[config.mk]
export PLATFORM = sky130hd
export DESIGN_NAME = hazard_scoreboard
export DESIGN_NICKNAME = d
export VERILOG_FILES = /design/src/rtl/hazard_pkg.sv /design/src/rtl/hazard_sb_stage.sv /design/src/rtl/hazard_scoreboard.sv
export SDC_FILE = /design/constraint.sdc
export NUM_CORES = 1
export LEC_CHECK = 0
export BUFFER_PORTS_ARGS = -buffer_cell sky130_fd_sc_hd__buf_2
export CORE_ASPECT_RATIO = 1.2
export CORE_UTILIZATION = 46
export CTS_CLUSTER_SIZE = 25
export DETAILED_ROUTE_END_ITERATION = 16
export GPL_ROUTABILITY_DRIVEN = 0
export GPL_TIMING_DRIVEN = 0
export PLACE_DENSITY = 0.84
export SYNTH_ARGS = -nofsm -noshare
export SYNTH_HDL_FRONTEND = slang
export SYNTH_SLANG_ARGS = --single-unit
export TNS_END_PERCENT = 1
[constraint.sdc]
create_clock -name clk -period 1.8 [get_ports clk]
set_clock_uncertainty 0.15 [all_clocks]
set_input_delay 0.18 -clock clk [delete_from_list [all_inputs] [get_ports clk]]
set_output_delay 0.18 -clock clk [all_outputs]
set_load 0.02 [all_outputs]
[src/rtl/hazard_pkg.sv]
// Shared types and constants for the hazard scoreboard: entry layout,
// forwarding select encodings and the source/entry match helper.
package hazard_pkg;

    localparam int SB_AW_MAX = 8;

    localparam logic [1:0] FWD_RF = 2'b00;
    localparam logic [1:0] FWD_W  = 2'b01;
    localparam logic [1:0] FWD_M  = 2'b10;

    typedef struct packed {
        logic                 valid;
        logic [SB_AW_MAX-1:0] wa;
        logic                 we;
        logic                 load;
        logic                 pcwr;
    } sb_entry_t;

    localparam sb_entry_t SB_BUBBLE = '{valid: 1'b0, wa: {SB_AW_MAX{1'b0}},
                                        we: 1'b0, load: 1'b0, pcwr: 1'b0};

    // The PC is excluded because its value comes from the fetch path, not the ALU.
    function automatic logic entry_match(input logic valid, input logic we,
                                         input logic [SB_AW_MAX-1:0] wa,
                                         input logic [SB_AW_MAX-1:0] ra,
                                         input logic rused,
                                         input logic [SB_AW_MAX-1:0] pc_idx);
        return valid & we & (wa == ra) & rused & (ra != pc_idx);
    endfunction

endpackage

[src/rtl/hazard_sb_stage.sv]
// One scoreboard entry register: loads the upstream entry, inserts a bubble
// on request, and drops write/PC-write intent when the condition failed.
module hazard_sb_stage
    import hazard_pkg::*;
(
    input  logic      clk,
    input  logic      reset,
    input  logic      load_en,
    input  logic      bubble,
    input  logic      squash,
    input  sb_entry_t d,
    output sb_entry_t q
);

    sb_entry_t nxt_s;

    // Next-entry selection: bubble wins over load; squash keeps the entry valid.
    always_comb begin
        nxt_s = q;
        if (bubble) begin
            nxt_s = SB_BUBBLE;
        end else if (load_en) begin
            nxt_s      = d;
            nxt_s.we   = d.we & ~squash;
            nxt_s.pcwr = d.pcwr & ~squash;
        end else begin
            nxt_s = q;
        end
    end

    // Entry register with asynchronous clear.
    always_ff @(posedge clk or negedge reset) begin
        if (!reset) begin
            q <= SB_BUBBLE;
        end else begin
            q <= nxt_s;
        end
    end

endmodule

[src/rtl/hazard_scoreboard.sv]
// Hazard unit with internal E/M/W write scoreboard: stall, flush and forwarding.
// Optional statistics counters are built when HAZARD_STATS_EN is defined.
module hazard_scoreboard
    import hazard_pkg::*;
#(
    parameter int NREAD  = 3,
    parameter int AW     = 4,
    parameter int PC_IDX = 15
) (
    input  logic                       clk,
    input  logic                       reset,
    input  logic                       issue_valid_d,
    input  logic [NREAD-1:0][AW-1:0]   ra_d,
    input  logic [NREAD-1:0]           ruse_d,
    input  logic [AW-1:0]              wa_d,
    input  logic                       we_d,
    input  logic                       load_d,
    input  logic                       pcwr_d,
    input  logic                       cond_ok_e,
    input  logic                       branch_taken_e,
    output logic                       stall_f,
    output logic                       stall_d,
    output logic                       flush_d,
    output logic                       flush_e,
    output logic [NREAD-1:0][1:0]      fwd_e,
    output logic [31:0]                stall_cnt,
    output logic [31:0]                flush_cnt
);

    localparam logic [SB_AW_MAX-1:0] PC_EXT = SB_AW_MAX'(PC_IDX);

    function automatic logic [SB_AW_MAX-1:0] ext_addr(input logic [AW-1:0] a);
        logic [SB_AW_MAX-1:0] r;
        r        = {SB_AW_MAX{1'b0}};
        r[AW-1:0] = a;
        return r;
    endfunction

    sb_entry_t                dec_s;
    sb_entry_t                e_r;
    sb_entry_t                m_r;
    sb_entry_t                w_r;
    logic [NREAD-1:0][AW-1:0] ra_e_r;
    logic [NREAD-1:0]         ruse_e_r;
    logic [NREAD-1:0][1:0]    fwd_s;
    logic                     ldstall_s;
    logic                     ldstall_q_s;
    logic                     pcpend_s;
    logic                     flush_e_s;
    logic                     unused_load_s;

    assign unused_load_s = m_r.load ^ w_r.load;

    // Decode-stage entry presented to the E register.
    always_comb begin
        dec_s       = SB_BUBBLE;
        dec_s.valid = issue_valid_d;
        dec_s.wa    = ext_addr(wa_d);
        dec_s.we    = we_d;
        dec_s.load  = load_d;
        dec_s.pcwr  = pcwr_d;
    end

    hazard_sb_stage u_stage_e (
        .clk     (clk),
        .reset   (reset),
        .load_en (1'b1),
        .bubble  (flush_e_s),
        .squash  (1'b0),
        .d       (dec_s),
        .q       (e_r)
    );

    hazard_sb_stage u_stage_m (
        .clk     (clk),
        .reset   (reset),
        .load_en (1'b1),
        .bubble  (1'b0),
        .squash  (~cond_ok_e),
        .d       (e_r),
        .q       (m_r)
    );

    hazard_sb_stage u_stage_w (
        .clk     (clk),
        .reset   (reset),
        .load_en (1'b1),
        .bubble  (1'b0),
        .squash  (1'b0),
        .d       (m_r),
        .q       (w_r)
    );

    // E-stage source registers; a flushed slot reads nothing.
    always_ff @(posedge clk or negedge reset) begin
        if (!reset) begin
            ra_e_r   <= {(NREAD*AW){1'b0}};
            ruse_e_r <= {NREAD{1'b0}};
        end else if (flush_e_s) begin
            ra_e_r   <= {(NREAD*AW){1'b0}};
            ruse_e_r <= {NREAD{1'b0}};
        end else begin
            ra_e_r   <= ra_d;
            ruse_e_r <= ruse_d;
        end
    end

    // Load-use and PC-write hazard detection.
    always_comb begin
        ldstall_s = 1'b0;
        for (int k = 0; k < NREAD; k++) begin
            ldstall_s = ldstall_s | (issue_valid_d & e_r.load &
                        entry_match(e_r.valid, e_r.we, e_r.wa, ext_addr(ra_d[k]),
                                    ruse_d[k], PC_EXT));
        end
        ldstall_q_s = ldstall_s & ~branch_taken_e;
        pcpend_s    = (issue_valid_d & pcwr_d) | (e_r.valid & e_r.pcwr) |
                      (m_r.valid & m_r.pcwr);
        flush_e_s   = ldstall_q_s | branch_taken_e;
    end

    // Per-operand forwarding select; the younger M result has priority.
    always_comb begin
        fwd_s = {NREAD{FWD_RF}};
        for (int k = 0; k < NREAD; k++) begin
            if (entry_match(m_r.valid, m_r.we, m_r.wa, ext_addr(ra_e_r[k]),
                            ruse_e_r[k], PC_EXT)) begin
                fwd_s[k] = FWD_M;
            end else if (entry_match(w_r.valid, w_r.we, w_r.wa, ext_addr(ra_e_r[k]),
                                     ruse_e_r[k], PC_EXT)) begin
                fwd_s[k] = FWD_W;
            end else begin
                fwd_s[k] = FWD_RF;
            end
        end
    end

    // Output drive; reset forces every control quiet in the same cycle.
    always_comb begin
        stall_f = 1'b0;
        stall_d = 1'b0;
        flush_d = 1'b0;
        flush_e = 1'b0;
        fwd_e   = {NREAD{FWD_RF}};
        if (reset) begin
            stall_f = ldstall_q_s | pcpend_s;
            stall_d = ldstall_q_s;
            flush_d = pcpend_s | branch_taken_e | (w_r.valid & w_r.pcwr);
            flush_e = flush_e_s;
            fwd_e   = fwd_s;
        end else begin
            stall_f = 1'b0;
            stall_d = 1'b0;
            flush_d = 1'b0;
            flush_e = 1'b0;
            fwd_e   = {NREAD{FWD_RF}};
        end
    end

`ifdef HAZARD_STATS_EN
    logic [31:0] stall_cnt_r;
    logic [31:0] flush_cnt_r;

    // Saturating stall/flush event counters.
    always_ff @(posedge clk or negedge reset) begin
        if (!reset) begin
            stall_cnt_r <= 32'd0;
            flush_cnt_r <= 32'd0;
        end else begin
            if (stall_d && (stall_cnt_r != 32'hFFFF_FFFF)) begin
                stall_cnt_r <= stall_cnt_r + 32'd1;
            end else begin
                stall_cnt_r <= stall_cnt_r;
            end
            if (flush_e && (flush_cnt_r != 32'hFFFF_FFFF)) begin
                flush_cnt_r <= flush_cnt_r + 32'd1;
            end else begin
                flush_cnt_r <= flush_cnt_r;
            end
        end
    end

    assign stall_cnt = stall_cnt_r;
    assign flush_cnt = flush_cnt_r;
`else
    assign stall_cnt = 32'd0;
    assign flush_cnt = 32'd0;
`endif

endmodule

==> metrics.csv <==
stage;metric;value;unit
timing;final-report setup violation count;30;
timing;fin. max-slew vios;0;
synth;sequential cell area fraction in the yosys report;0.328;
power_and_ir_drop;Leak Pwr;1.85;nW
critical_path;Top Family by Delay on Critical Path;simple AND/OR/NAND/NOR gates;
job;Max-Cap Viols;0;
die;chip height;87.8;um
timing;RSZ-0062 raised after global routing;yes;
grt;met3 Usage GRT;0.0288;
synth;Async SR Flop Fraction;1.00;
power_and_ir_drop;Max rail drop VDD;0.386;mV
detailed_routing;first-iteration detailed-routing DRC count;99;
synth;synthesis-stage register bit count;37;
clocking;worst-skew pair later-pin latency;290;ps
critical_path;Critical Path RT;1470;ps
clocking;CTS max path bufs;2;
grt;GR Layer Usage met1;0.240;
critical_path;Worst path max stage delay;570;ps
final_layout;FF+latch area;940;um2
detailed_routing;number of nets with antenna violations after routing;0;
die;die width;73.5;um
grt;gr ovfl total;0;
synth;syn_area_per_cell;10.0;um2
grt;vias in the first global route;2136;
synth;synthesized instance count;282;
timing;Tmin final;2310;ps
detailed_routing;vias per cell;4.85;
critical_path;CP Max Fanout;4;
critical_path;Max stage delay cell, worst path;or4_4;
critical_path;Setup crit start kind;register;
timing;fin crit share;1.28;
synth;mapped cell area;2820;um2
critical_path;critical-path cell list;xor2_1 > or4_4 > o31a_1 > o21ai_4 > buf_6;
final_layout;number of fill cells in the layout;486;
detailed_routing;via count;2303;
die;# IOs;101;
timing;Slew HR;0.592;
critical_path;Crit Path Class;register to primary output;
place;Port Buffers;35;
die;num rows;30;
final_layout;Util after Layout;0.632;
critical_path;Buf+Inv Stages, Crit Path;1;
timing;Final WS setup;-511;ps
power_and_ir_drop;Power Density;608;nW/um2
clocking;CTS tree;built;
final_layout;area of the multi-input gates;1590;um2
die;die area;6450;um2
min_path;Worst Hold Class;input port to register;
timing;final-report hold violation count;0;
place;Placed Instances;460;
synth;EDFF count, synth;0;
grt;maximum number of pins on one net before global-route repair;38;
synth;Yosys cell types;34;
critical_path;crit path launch;u_stage_e.q[4];
run_status;status;finished with violations;
grt;antenna violations before repair;0;
die;Initial Utilization;0.488;
min_path;hold_sp;wa_d[2];
final_layout;fraction of layout instances using a drive strength above 1;0.423;
detailed_routing;final WL;6.48;mm
grt;Total GRT Usage;0.210;
clocking;H-Tree Depth;2;
final_layout;Ant. Diodes;0;
final_layout;Area Growth Syn to Fin;29.5;%
synth;Ys Warns;0;
die;CORE AREA;5780;um2
detailed_routing;drt drc;0;
final_layout;non-filler cells in the finished layout;475;
critical_path;Critical Path AT;1980;ps
clocking;CTS Root Cell;clkbuf_8;
critical_path;Worst Setup End Kind;primary output;
grt;first-pass GRT wire length;10.2;mm
timing;Hold WS;16.0;ps
timing;Worst Tran Pin Value;613;ps
detailed_routing;Routed WL per cell;13.6;um
synth;Top FF cell, synth;dfrtp_1;
grt;routing usage on met2;0.364;
final_layout;nets;421;
place;Setup WS pre-CTS;-678;ps
clocking;CTS buffer count;5;
clocking;Clock Pin Slew Worst Setup and Hold Paths;70;ps
timing;Max Fclk;433;MHz
clocking;Sink Count;37;
grt;GRT busiest layer;met2;
detailed_routing;drt pass-1 iters;4;
run_status;failing checks;negative setup slack;
place;DP HPWL;4.83;mm
critical_path;reg-to-reg critical path startpoint;u_stage_e.q[4];
[cells by family after synthesis]
kind of cell | share of synthesized area
simple gates | 0.101
buf+inv | 0.233
xor+xnor | 0.111
other cells | 0.00133
flops | 0.328
compound gates | 0.226
[cell usage in the layout (no fill, tap or decap), drive strengths merged]
master       instances
o31a                 1
dlygate4sd3          2
nand3               14
a222oi               1
and3                 1
o22ai                2
or4                  3
and2                 6
a21oi                3
nand4                5
nor4                 6
nor2                 2
o41ai               22
o22a                 1
xor2                12
conb                64
o21ai                1
xnor2               23
nor3b                2
buf                109
clkbuf              17
o211a                1
inv                 23
nand2               10
nor2b                1
dfrtp               37
clkinv               2
o21bai               1
a211o               22
o32ai                1
[cell usage after synthesis (2+ instances only)]
cell type	n	area, um2
inv_1	23	86.3
and2_1	6	37.5
buf_6	4	45.0
nand4_1	5	31.3
or4_4	3	33.8
xnor2_1	23	201
buf_4	64	480
xor2_1	11	96.3
o41ai_2	20	325
clkbuf_1	11	41.3
nor4_1	6	37.5
a21oi_1	3	15.0
o41ai_1	2	17.5
a211o_1	22	193
dfrtp_1	37	926
nand3_1	14	70.1
nor3b_1	2	15.0
nand2_1	10	37.5
[registers in the layout (all words and copies together), names as in the netlist]
name	cells
ra_e_r	12
u_stage_e.q	8
u_stage_m.q	7
u_stage_w.q	7
ruse_e_r	3
[final timing paths]
check,endpoint,slack [ps],depth (start not counted)
setup / recovery,flush_e,-510,5
hold / removal,u_stage_e.q[5],20,3
setup reg to reg,u_stage_e.q[0],-320,6
hold reg to reg,u_stage_w.q[2],230,0
max in group asynchronous,u_stage_w.q[5],1000,3
min in group asynchronous,u_stage_e.q[11],290,3
[report_power, final]
group | internal, mW | switching (mW)
Combinational | 0.311 | 0.376
Clock | 0.268 | 0.281
Sequential | 0.903 | 0.0851
[through the flow]
step | instance area [um2] | setup TNS [ps] | total power [mW]
4_1_cts | 3620 | -7670 | 2.20
2_1_floorplan | 3110 | -2000 | 1.49
3_5_place_dp | 3380 | -9280 | 1.62
5_1_grt | 3660 | -10050 | 2.32
3_3_place_gp | 3380 | -8320 | 1.60
6_report | 3660 | -8080 | 2.22
[worst register-to-register path: cells and delay by family (launching register included)]
kind                      cells  cell delay [ps]
AOI/OAI and AO/OA             2              300
xor gates and xnor gates      1              150
buffers and inverters         2              390
DFF                           1              450
and+or+nand+nor               1              550
[routing by layer]
layer,vias to the layer above,share of wire
li1,1081,-
met1,1057,0.38
met2,140,0.50
met3,25,0.079
met4,0,0.043
met5,-,0
[final cells by class]
cell class	count	area share
multi-input cells	205	0.435
repair buffers	42	0.0777
clock buffers	6	0.0198
clock inverters	2	0.00274
well taps	80	0.0274
flip-flops and latches	37	0.257
inverters	23	0.0236
plain buffers	80	0.157
[what timing repair did]
action,in CTS,in global routing
pin swaps,19,2
gates cloned,0,0
endpoints found under the hold margin,39,0
hold buffers,3,0
setup buffers,4,0
gates resized for setup,27,9
endpoints found under the setup margin,32,33
(Power assumes the default switching activity.)
